`src/rtl/timer_pkg.sv`:
```
// timer_pkg: shared definitions for the timer arbiter slice.
//   state_t : arbiter FSM encoding (IDLE, LOAD, RUN, FIN)
//   TMR_W   : default duration / prog_timer count width
package timer_pkg;

    typedef enum logic [1:0] {
        S_IDLE = 2'd0,
        S_LOAD = 2'd1,
        S_RUN  = 2'd2,
        S_FIN  = 2'd3
    } state_t;

    localparam int TMR_W = 24;

endpackage

```
`src/rtl/timer_arbiter_rr_pick.sv`:
```
// rr_pick: combinational round-robin priority encoder.
//   req   : request vector
//   ptr   : index with highest priority this round
//   idx   : first set request at or after ptr, wrapping modulo N
//   valid : at least one request is set
module rr_pick #(
    parameter int N  = 4,
    parameter int PW = 2
) (
    input  logic [N-1:0]  req,
    input  logic [PW-1:0] ptr,
    output logic [PW-1:0] idx,
    output logic          valid
);

    always_comb begin
        logic [PW-1:0] c;
        idx   = '0;
        valid = 1'b0;
        c     = '0;
        // Scan from farthest to nearest so the nearest hit is the last write.
        for (int k = N - 1; k >= 0; k--) begin
            c = PW'((int'(ptr) + k) % N);
            if (req[c]) begin
                idx   = c;
                valid = 1'b1;
            end
        end
    end

endmodule

```
`src/rtl/timer_arbiter.sv`:
```
// timer_arbiter: shares one external prog_timer among N requesters.
// Grants round-robin, loads the owner's duration, runs the countdown and
// pulses done[owner] on expiry. Dropping req[owner] while loading/running
// aborts the interval with no done pulse.
//   clk, reset          : clock, async active-high reset
//   req[N]              : level requests, held until done or cancel
//   dur[N*W]            : per-requester durations, dur[i*W +: W]
//   gnt[N]              : one-hot owner of the timer
//   done[N]             : one-cycle expiry pulse to the owner
//   busy                : FSM not idle
//   tmr_load/tmr_value  : load strobe and value to prog_timer
//   tmr_en              : count enable to prog_timer
//   tmr_zero            : prog_timer count==0 flag
// All outputs are registered.
module timer_arbiter
    import timer_pkg::*;
#(
    parameter int N  = 4,
    parameter int W  = TMR_W,
    parameter int PW = 2
) (
    input  logic           clk,
    input  logic           reset,
    input  logic [N-1:0]   req,
    input  logic [N*W-1:0] dur,
    output logic [N-1:0]   gnt,
    output logic [N-1:0]   done,
    output logic           busy,
    output logic           tmr_load,
    output logic [W-1:0]   tmr_value,
    output logic           tmr_en,
    input  logic           tmr_zero
);

    state_t        state_q, state_n;
    logic [PW-1:0] owner_q, owner_n;
    logic [PW-1:0] ptr_q, ptr_n;
    logic          first_q, first_n;   // first RUN cycle: tmr_zero still stale
    logic [PW-1:0] owner_inc;

    logic [N-1:0]  gnt_n, done_n;
    logic          busy_n, load_n, en_n;
    logic [W-1:0]  value_n;

    logic [PW-1:0] pick_idx;
    logic          pick_vld;

    rr_pick #(.N(N), .PW(PW)) u_pick (
        .req   (req),
        .ptr   (ptr_q),
        .idx   (pick_idx),
        .valid (pick_vld)
    );

    assign owner_inc = (owner_q == PW'(N - 1)) ? '0 : owner_q + 1'b1;

    always_comb begin
        state_n = state_q;
        owner_n = owner_q;
        ptr_n   = ptr_q;
        first_n = 1'b0;
        gnt_n   = gnt;
        done_n  = '0;
        load_n  = 1'b0;
        en_n    = tmr_en;
        value_n = tmr_value;

        case (state_q)
            S_IDLE: begin
                gnt_n = '0;
                en_n  = 1'b0;
                if (pick_vld) begin
                    owner_n         = pick_idx;
                    gnt_n[pick_idx] = 1'b1;
                    value_n         = dur[pick_idx*W +: W];
                    load_n          = 1'b1;
                    state_n         = S_LOAD;
                end
            end
            S_LOAD: begin
                if (!req[owner_q]) begin
                    gnt_n   = '0;
                    en_n    = 1'b0;
                    ptr_n   = owner_inc;
                    state_n = S_IDLE;
                end else if (tmr_value == '0) begin
                    // Nothing to count: finish without ever enabling the timer.
                    gnt_n          = '0;
                    en_n           = 1'b0;
                    done_n[owner_q] = 1'b1;
                    state_n        = S_FIN;
                end else begin
                    en_n    = 1'b1;
                    first_n = 1'b1;
                    state_n = S_RUN;
                end
            end
            S_RUN: begin
                if (!req[owner_q]) begin
                    gnt_n   = '0;
                    en_n    = 1'b0;
                    ptr_n   = owner_inc;
                    state_n = S_IDLE;
                end else if (!first_q && tmr_zero) begin
                    gnt_n          = '0;
                    en_n           = 1'b0;
                    done_n[owner_q] = 1'b1;
                    state_n        = S_FIN;
                end
            end
            S_FIN: begin
                gnt_n   = '0;
                en_n    = 1'b0;
                ptr_n   = owner_inc;
                state_n = S_IDLE;
            end
            default: begin
                gnt_n   = '0;
                en_n    = 1'b0;
                state_n = S_IDLE;
            end
        endcase

        busy_n = (state_n != S_IDLE);
    end

    always_ff @(posedge clk or posedge reset) begin
        if (reset) begin
            state_q   <= S_IDLE;
            owner_q   <= '0;
            ptr_q     <= '0;
            first_q   <= 1'b0;
            gnt       <= '0;
            done      <= '0;
            busy      <= 1'b0;
            tmr_load  <= 1'b0;
            tmr_en    <= 1'b0;
            tmr_value <= '0;
        end else begin
            state_q   <= state_n;
            owner_q   <= owner_n;
            ptr_q     <= ptr_n;
            first_q   <= first_n;
            gnt       <= gnt_n;
            done      <= done_n;
            busy      <= busy_n;
            tmr_load  <= load_n;
            tmr_en    <= en_n;
            tmr_value <= value_n;
        end
    end

endmodule
```
`config.mk`:
```
export PLATFORM = sky130hd
export DESIGN_NAME = timer_arbiter
export DESIGN_NICKNAME = d
export VERILOG_FILES = /design/src/rtl/timer_pkg.sv /design/src/rtl/timer_arbiter_rr_pick.sv /design/src/rtl/timer_arbiter.sv
export SDC_FILE = /design/constraint.sdc
export NUM_CORES = 1
export LEC_CHECK = 0
export ABC_AREA = 1
export CORE_MARGIN = 3
export CORE_UTILIZATION = 48
export CTS_BUF_LIST = sky130_fd_sc_hd__clkbuf_4
export DETAILED_ROUTE_END_ITERATION = 16
export GPL_ROUTABILITY_DRIVEN = 0
export HOLD_SLACK_MARGIN = 0.12
export PLACE_DENSITY_LB_ADDON = 0.3
export SETUP_SLACK_MARGIN = 0.05
export SYNTH_ARGS = -nofsm -noshare
export SYNTH_HDL_FRONTEND = slang
export SYNTH_SLANG_ARGS = --single-unit
```
`constraint.sdc`:
```
create_clock -name clk -period 2.7 [get_ports clk]
set_input_delay 0.675 -clock clk [delete_from_list [all_inputs] [get_ports clk]]
set_output_delay 0.675 -clock clk [all_outputs]
set_load 0.02 [all_outputs]
```
==> results of run 1 <==
==> cell families (layout without fill, tap and decap cells) <==
logic type,after synthesis,count (layout),share of synthesized area
DFF,42,42,0.320
buffers and inverters,51,181,0.0998
adders and majority gates,9,9,0.0343
and+or+nand+nor,382,382,0.516
AOI/OAI and AO/OA,17,17,0.0293
==> power by group <==
group          internal [mW]  switching (mW)  total (mW)
combinational           1.76            2.85        4.61
clock                  0.113           0.208       0.321
sequential             0.899           0.234        1.13
==> worst max-delay path by stage <==
stage / from / endpoint / slack [ns] / cells after the start
floorplan: req[3] / tmr_value[8] / 0.78 / 13
global placement: req[3] / tmr_value[9] / 0.12 / 16
detailed placement: req[3] / tmr_value[1] / 0.08 / 16
CTS: req[3] / tmr_value[1] / 0.46 / 16
global route: ptr_q[0] / tmr_value[3] / 0.28 / 15
finish: req[3] / tmr_value[0] / 0.44 / 16
==> through the flow <==
step / power [mW] / utilization / hold WS [ns] / cells
2_1_floorplan: 4.58 / - / 0.527 / 501
5_1_grt: 6.70 / 0.726 / 0.536 / 708
3_5_place_dp: 5.75 / 0.718 / 0.474 / 700
4_1_cts: 6.08 / 0.726 / 0.508 / 708
6_report: 6.07 / 0.726 / 0.506 / 708
3_3_place_gp: 5.63 / 0.718 / 0.471 / 700
==> cell usage after synthesis, drive strengths merged <==
| master | number | area share |
|---|---|---|
| nand2 | 293 | 0.35 |
| nand3 | 62 | 0.13 |
| dfrtp | 42 | 0.32 |
| buf | 25 | 0.069 |
| inv | 25 | 0.029 |
| nor2 | 19 | 0.022 |
| ha | 9 | 0.034 |
| a21oi | 8 | 0.012 |
| o21ai | 7 | 0.013 |
| nand4 | 3 | 0.0057 |
| nor3 | 3 | 0.0061 |
| or2 | 2 | 0.0038 |
| clkinv | 1 | 0.0011 |
| o22ai | 1 | 0.0019 |
| o31ai | 1 | 0.0023 |
==> layout by cell type (no fill, tap or decap), types with 2 or more instances in the layout <==
cell type | Yosys | final
nand2_1 | 282 | 282
clkdlybuf4s50_1 | 0 | 137
nand3_1 | 42 | 42
dfrtp_1 | 42 | 42
nor2_1 | 19 | 19
nand3_2 | 18 | 18
inv_1 | 18 | 17
ha_1 | 9 | 9
a21oi_1 | 8 | 8
nand2_2 | 7 | 7
inv_2 | 6 | 6
clkbuf_4 | 0 | 6
buf_4 | 4 | 5
buf_12 | 3 | 5
nand2_4 | 4 | 4
clkinv_1 | 1 | 3
o21ai_0 | 3 | 3
nand4_1 | 3 | 3
o21ai_2 | 2 | 2
or2_2 | 2 | 2
nor3_1 | 2 | 2
nand3_4 | 2 | 2
o21ai_1 | 2 | 2
==> tightest hold or removal path: stages (launching register included) <==
cell	delay, ns
dfrtp_1	0.38
nand2_1	0.06
nand2_1	0.05
==> registers in the layout, summed over array words and instances (netlist names) <==
signal	flops
first_q	1
owner_q	2
gnt	4
tmr_en	1
busy	1
state_q	2
ptr_q	2
done	4
tmr_load	1
tmr_value	24
==> metal layers <==
metal | GRT usage | share of wire | up-vias
li1 | - | - | 1814
met1 | 0.335 | 0.43 | 1560
met3 | 0.0531 | 0.068 | 21
met5 | 0 | 0 | -
met4 | 0.0934 | 0.028 | 0
met2 | 0.395 | 0.47 | 138
==> layout make-up <==
type	instances	area [um2]
Tap cell	77	96.3
Sequential cell	42	1050
Multi-Input combinational cell	408	1900
Clock inverter	2	12.5
Clock buffer	6	45.0
Inverter	26	100
Timing Repair Buffer	147	1510
Fill cell	517	1780
==> run_summary.xml, run 1 <==
<?xml version="1.0" encoding="UTF-8"?>
<metrics>
  <group name="critical_path">
    <metric name="worst_ep_arrival_time" unit="ns">2.57</metric>
    <metric name="setup.reg_to_reg.worst_slack" unit="ns">0.50</metric>
    <metric name="timing.critical_path.slowest_cell_delay" unit="ns">0.48</metric>
    <metric name="critPathMostFrequentCell" unit="">nand2_1</metric>
    <metric name="cp_top_delay_family" unit="">simple AND/OR/NAND/NOR gates</metric>
    <metric name="critPathCaptureType" unit="">register</metric>
    <metric name="worst_r2r_path_depth" unit="">15</metric>
    <metric name="crit_fanout" unit="">42</metric>
    <metric name="worstPathRequired" unit="ns">3.01</metric>
    <metric name="worstReg2RegStart" unit="">ptr_q[0]</metric>
    <metric name="timing.critical_path.from_type" unit="">input pin</metric>
    <metric name="critical_path_buf_inv_count" unit="">3</metric>
    <metric name="timing.setup.critical_path_class" unit="">in2reg</metric>
    <metric name="cpMaxStageDelayCell" unit="">clkdlybuf4s50_1</metric>
    <metric name="rr_endpoint" unit="">tmr_value[0]</metric>
    <metric name="path_cells" unit="">clkdlybuf4s50_1, clkinv_1, nand2_2, nand3_1, nand2_2, nand3_4, nand2_4, nand2_4, nand2_4, buf_12, nand2_1, nand2_1, nand2_1, nand2_1, nand2_1, nand2_1</metric>
  </group>
  <group name="detailed_routing">
    <metric name="detail_route.wl_per_cell" unit="um">13.2</metric>
    <metric name="wirelength" unit="um">9350</metric>
    <metric name="ant_nets" unit="">0</metric>
    <metric name="drt_drc_violations_left" unit="">0</metric>
    <metric name="detail_route.vias_per_cell" unit="">4.99</metric>
    <metric name="dr_total_vias" unit="">3533</metric>
    <metric name="drt_pre_antenna_iters" unit="">4</metric>
    <metric name="drt_first_iter_violations" unit="">209</metric>
  </group>
  <group name="global_route">
    <metric name="aggregate_global_routing_overflow" unit="">0</metric>
    <metric name="gr-usage-all-layers" unit="">0.250</metric>
    <metric name="grt_max_degree" unit="">49</metric>
    <metric name="antenna_found_initial" unit="">0</metric>
    <metric name="vias_in_the_first_global_route" unit="">3411</metric>
    <metric name="first_pass_grt_wire_length" unit="um">15500</metric>
  </group>
  <group name="clocking">
    <metric name="tritoncts.num_buffers" unit="">5</metric>
    <metric name="holdBufCountCts" unit="">0</metric>
    <metric name="clk_root_buffer_cell" unit="">clkbuf_4</metric>
    <metric name="clock_insertion_delay_worst_skew" unit="ns">0.36</metric>
    <metric name="cts_resized" unit="">0</metric>
    <metric name="path_clk_slew" unit="ns">0.13</metric>
    <metric name="h_tree_level_count" unit="">2</metric>
    <metric name="postCtsSetupBuffers" unit="">0</metric>
    <metric name="cts_tree" unit="">done</metric>
    <metric name="cts_buffer_depth" unit="">2</metric>
    <metric name="numClockSinks" unit="">42</metric>
  </group>
  <group name="cells_and_area">
    <metric name="layout_area_overhead" unit="%">43.7</metric>
    <metric name="n_antenna_cell" unit="">0</metric>
    <metric name="final_nets" unit="">742</metric>
    <metric name="final_area" unit="um2">4720</metric>
    <metric name="drive_above_1_share" unit="">0.0951</metric>
  </group>
  <group name="timing">
    <metric name="finalMaxSlewViolations" unit="">0</metric>
    <metric name="setup_viol_count_final" unit="">0</metric>
    <metric name="final.setup.tns" unit="ns">0</metric>
    <metric name="finalWorstPathRequiredPeriod" unit="ns">2.26</metric>
    <metric name="worst_clock_skew" unit="ns">0.0108</metric>
    <metric name="slew_headroom" unit="">0.675</metric>
    <metric name="fin_crit_sh" unit="">0.839</metric>
    <metric name="final.setup.worst_slack" unit="ns">0.436</metric>
    <metric name="worst-slew-pin-transition" unit="ns">0.488</metric>
    <metric name="maxClockFrequency" unit="MHz">442</metric>
    <metric name="hold_viol_final" unit="">0</metric>
    <metric name="rsz0062_at_grt" unit="">no</metric>
  </group>
  <group name="min_path">
    <metric name="sink_of_the_worst_hold_path" unit="">gnt[0]</metric>
    <metric name="hold-path-cell-count" unit="">2</metric>
    <metric name="timing.hold.worst.start" unit="">gnt[0]</metric>
    <metric name="hp-class" unit="">reg2reg</metric>
  </group>
  <group name="synthesis">
    <metric name="syn_avg_cell_area" unit="um2">6.55</metric>
    <metric name="synth.distinct_cells" unit="">28</metric>
    <metric name="ys_warn_count" unit="">0</metric>
    <metric name="synth-seq-cells" unit="">42</metric>
    <metric name="syn-cell-area" unit="um2">3280</metric>
    <metric name="synth_fp_nets" unit="">613</metric>
    <metric name="seq_area_frac_synth" unit="">0.320</metric>
    <metric name="synthesis.instances" unit="">501</metric>
  </group>
  <group name="place">
    <metric name="port_buffers" unit="">137</metric>
    <metric name="post-dp-hpwl" unit="um">7440</metric>
    <metric name="placed_cell_area" unit="um2">4660</metric>
    <metric name="dp_slack" unit="ns">0.0831</metric>
  </group>
  <group name="die">
    <metric name="chipHeight" unit="um">88.7</metric>
    <metric name="floorplan.die_area" unit="um2">7870</metric>
    <metric name="core_area" unit="um2">6490</metric>
    <metric name="fp-row-count" unit="">29</metric>
    <metric name="io_pins" unit="">138</metric>
    <metric name="width_of_the_die" unit="um">88.7</metric>
    <metric name="initial_utilization" unit="">0.505</metric>
  </group>
  <group name="run_status">
    <metric name="status" unit="">complete, no violations</metric>
  </group>
  <group name="power_and_ir_drop">
    <metric name="power_leakage" unit="nW">2.48</metric>
    <metric name="pwr_density_cell" unit="nW/um2">1290</metric>
    <metric name="ir_worst_vdd" unit="mV">0.603</metric>
  </group>
  <group name="flow_run">
    <metric name="drv.max_cap_violation_count" unit="">0</metric>
  </group>
</metrics>
Power figures use the tool's default switching activity.
==> run 2, diff against run 1 <==
CORE_UTILIZATION = 45   (was 48)
clock period = 2.1 ns   (was 2.7 ns; I/O delays follow)
==> run 2 against run 1 <==
Against the previous run: combinational power rose by 59%; first-iteration DRC count fell by 25%; register-to-register slack lost 0.41 ns; largest cell class unchanged; critical path depth down 1; worst setup slack got worse by 0.34 ns; clock power grew 67%; flip-flop and latch count unchanged; sequential power increased by 29%; hold slack got worse by 0.041 ns; critical endpoint unchanged.
==> run_summary.xml, run 2 (same netlist as run 1, synthesis figures left out) <==
<?xml version="1.0" encoding="UTF-8"?>
<metrics>
  <group name="critical_path">
    <metric name="worst_r2r_path_depth" unit="">15</metric>
    <metric name="cp_top_delay_family" unit="">simple AND/OR/NAND/NOR gates</metric>
    <metric name="crit_fanout" unit="">10</metric>
    <metric name="rr_endpoint" unit="">tmr_value[0]</metric>
    <metric name="critPathMostFrequentCell" unit="">nand2_1</metric>
    <metric name="timing.critical_path.from_type" unit="">register</metric>
    <metric name="critPathCaptureType" unit="">register</metric>
    <metric name="worstPathRequired" unit="ns">2.40</metric>
    <metric name="setup.reg_to_reg.worst_slack" unit="ns">0.09</metric>
    <metric name="path_cells" unit="">buf_8, nand2_2, nand3_4, nand2_4, nand3_4, nand2_4, nand2_8, nand2_8, clkbuf_16, nand2_1, nand2_1, nand2_1, nand2_1, nand2_1, nand2_1</metric>
    <metric name="timing.setup.critical_path_class" unit="">reg2reg</metric>
    <metric name="worstReg2RegStart" unit="">ptr_q[0]</metric>
    <metric name="worst_ep_arrival_time" unit="ns">2.31</metric>
    <metric name="timing.critical_path.slowest_cell_delay" unit="ns">0.48</metric>
    <metric name="cpMaxStageDelayCell" unit="">dfrtp_2</metric>
    <metric name="critical_path_buf_inv_count" unit="">2</metric>
  </group>
  <group name="die">
    <metric name="width_of_the_die" unit="um">91.4</metric>
    <metric name="core_area" unit="um2">6940</metric>
    <metric name="io_pins" unit="">138</metric>
    <metric name="chipHeight" unit="um">91.4</metric>
    <metric name="initial_utilization" unit="">0.473</metric>
    <metric name="floorplan.die_area" unit="um2">8360</metric>
    <metric name="fp-row-count" unit="">30</metric>
  </group>
  <group name="clocking">
    <metric name="clock_insertion_delay_worst_skew" unit="ns">0.36</metric>
    <metric name="clk_root_buffer_cell" unit="">clkbuf_4</metric>
    <metric name="numClockSinks" unit="">42</metric>
    <metric name="path_clk_slew" unit="ns">0.14</metric>
    <metric name="holdBufCountCts" unit="">0</metric>
    <metric name="tritoncts.num_buffers" unit="">5</metric>
    <metric name="h_tree_level_count" unit="">2</metric>
    <metric name="cts_tree" unit="">done</metric>
    <metric name="cts_buffer_depth" unit="">2</metric>
  </group>
  <group name="global_route">
    <metric name="gr-max-usage-layer" unit="">met2</metric>
    <metric name="grt_max_degree" unit="">32</metric>
    <metric name="vias_in_the_first_global_route" unit="">3482</metric>
    <metric name="gr-usage-all-layers" unit="">0.241</metric>
    <metric name="first_pass_grt_wire_length" unit="um">16500</metric>
    <metric name="grtUsageMet2" unit="">0.394</metric>
    <metric name="antenna_found_initial" unit="">0</metric>
    <metric name="met3_usage" unit="">0.0464</metric>
    <metric name="globalRouteMet1Util" unit="">0.308</metric>
    <metric name="aggregate_global_routing_overflow" unit="">0</metric>
  </group>
  <group name="detailed_routing">
    <metric name="dr_total_vias" unit="">3775</metric>
    <metric name="ant_nets" unit="">0</metric>
    <metric name="wirelength" unit="um">10900</metric>
    <metric name="drt_drc_violations_left" unit="">0</metric>
    <metric name="detail_route.vias_per_cell" unit="">5.03</metric>
    <metric name="detail_route.wl_per_cell" unit="um">14.6</metric>
    <metric name="drt_pre_antenna_iters" unit="">5</metric>
    <metric name="drt_first_iter_violations" unit="">157</metric>
  </group>
  <group name="timing">
    <metric name="setup_viol_count_final" unit="">0</metric>
    <metric name="finalMaxSlewViolations" unit="">0</metric>
    <metric name="worst_hold_slack" unit="ns">0.466</metric>
    <metric name="rsz0062_at_grt" unit="">no</metric>
    <metric name="worst-slew-pin-transition" unit="ns">0.689</metric>
    <metric name="maxClockFrequency" unit="MHz">498</metric>
    <metric name="finalWorstPathRequiredPeriod" unit="ns">2.01</metric>
    <metric name="hold_viol_final" unit="">0</metric>
    <metric name="slew_headroom" unit="">0.538</metric>
    <metric name="fin_crit_sh" unit="">0.956</metric>
    <metric name="worst_clock_skew" unit="ns">0.0173</metric>
  </group>
  <group name="cells_and_area">
    <metric name="drive_above_1_share" unit="">0.154</metric>
    <metric name="final_cell_mix" unit="">nand2_1 (278), clkdlybuf4s50_1 (133), dfrtp_1 (40)</metric>
    <metric name="final_nets" unit="">765</metric>
    <metric name="sequential_cell_area" unit="um2">1050</metric>
    <metric name="multiInputGateArea" unit="um2">2010</metric>
    <metric name="reg.largest.list" unit="">tmr_value x24, done x4, gnt x4</metric>
    <metric name="commonest_non_fill_non_tap_cell_in_the_layout" unit="">nand2_1</metric>
    <metric name="regMostFlops" unit="">tmr_value</metric>
    <metric name="layout_area_overhead" unit="%">58.0</metric>
    <metric name="max_ffs_per_register" unit="">24</metric>
    <metric name="n_antenna_cell" unit="">0</metric>
    <metric name="nFillCells" unit="">522</metric>
  </group>
  <group name="place">
    <metric name="post-dp-hpwl" unit="um">8080</metric>
    <metric name="port_buffers" unit="">137</metric>
  </group>
  <group name="power_and_ir_drop">
    <metric name="total_power" unit="mW">9.31</metric>
    <metric name="ir_worst_vdd" unit="mV">0.979</metric>
    <metric name="power_leakage" unit="nW">2.70</metric>
    <metric name="pwr_density_cell" unit="nW/um2">1790</metric>
  </group>
  <group name="flow_run">
    <metric name="drv.max_cap_violation_count" unit="">0</metric>
  </group>
  <group name="run_status">
    <metric name="status" unit="">complete, no violations</metric>
  </group>
  <group name="min_path">
    <metric name="hp-class" unit="">in2async</metric>
  </group>
</metrics>
run 2: cell types whose count changed in the layout (fill, tap and decap cells not counted), moves of 4 or more:
cell and delta:
buf_4 +14, clkbuf_16 +5, clkdlybuf4s50_1 -4, dlymetal6s2s_1 +4, inv_1 -4, nand2_1 -4
nand3_1 -4
run 2: timing repair:
action | in CTS | in global routing
endpoints found under the hold margin | 0 | 0
endpoints found under the setup margin | 24 | 33
buffers inserted | 0 | 4
cloned | 0 | 5
resized for setup | 5 | 32
pin swaps | 2 | 12
run 2: worst register-to-register path: cells and delay by family, from the launching register on:
kind	cells	cell delay, ns
AND/OR/NAND/NOR	13	1.12
flip-flops	1	0.48
buffers and inverters	2	0.35
run 2: worst max-delay path by stage:
stage | cells past startpoint | slack (ns) | end | start
after floorplan | 13 | 0.33 | tmr_value[8] | req[3]
after global placement | 14 | -0.31 | tmr_value[19] | req[3]
after detailed placement | 14 | -0.38 | tmr_value[12] | req[3]
after CTS | 14 | 0.05 | tmr_value[11] | req[3]
after global routing | 15 | 0.02 | tmr_value[0] | ptr_q[0]
final | 15 | 0.09 | tmr_value[0] | ptr_q[0]
run 2: per-stage QoR:
stage                     utilization  std cells  worst slack (ns)  setup TNS [ns]  cell area (um2)
after detailed placement        0.693        733            -0.379          -10.30             4810
after global routing            0.747        750            0.0222               0             5190
after floorplan                     -        501             0.326               0             3280
final                           0.747        750            0.0924               0             5190
after CTS                       0.709        741            0.0489               0             4920
after global placement          0.693        733            -0.309           -8.09             4810
run 2: area by class of cell:
cell class / count / share of cell area
multi-input cells: 408 / 0.387
repair buffers: 170 / 0.350
flip-flops and latches: 42 / 0.203
well taps: 96 / 0.0232
inverters: 26 / 0.0210
clock buffers: 6 / 0.00868
clock inverters: 2 / 0.00724
run 2: where the power goes:
part	internal, mW	switching, mW	total (mW)
clock network	0.264	0.273	0.537
logic	3.12	4.18	7.31
registers	1.16	0.302	1.46
run 2: per-layer routing:
layer | routed length [um] | vias to the layer above
met4 | 425 | 0
met5 | 0 | -
met3 | 785 | 35
met1 | 4210 | 1701
li1 | - | 1855
met2 | 5520 | 184
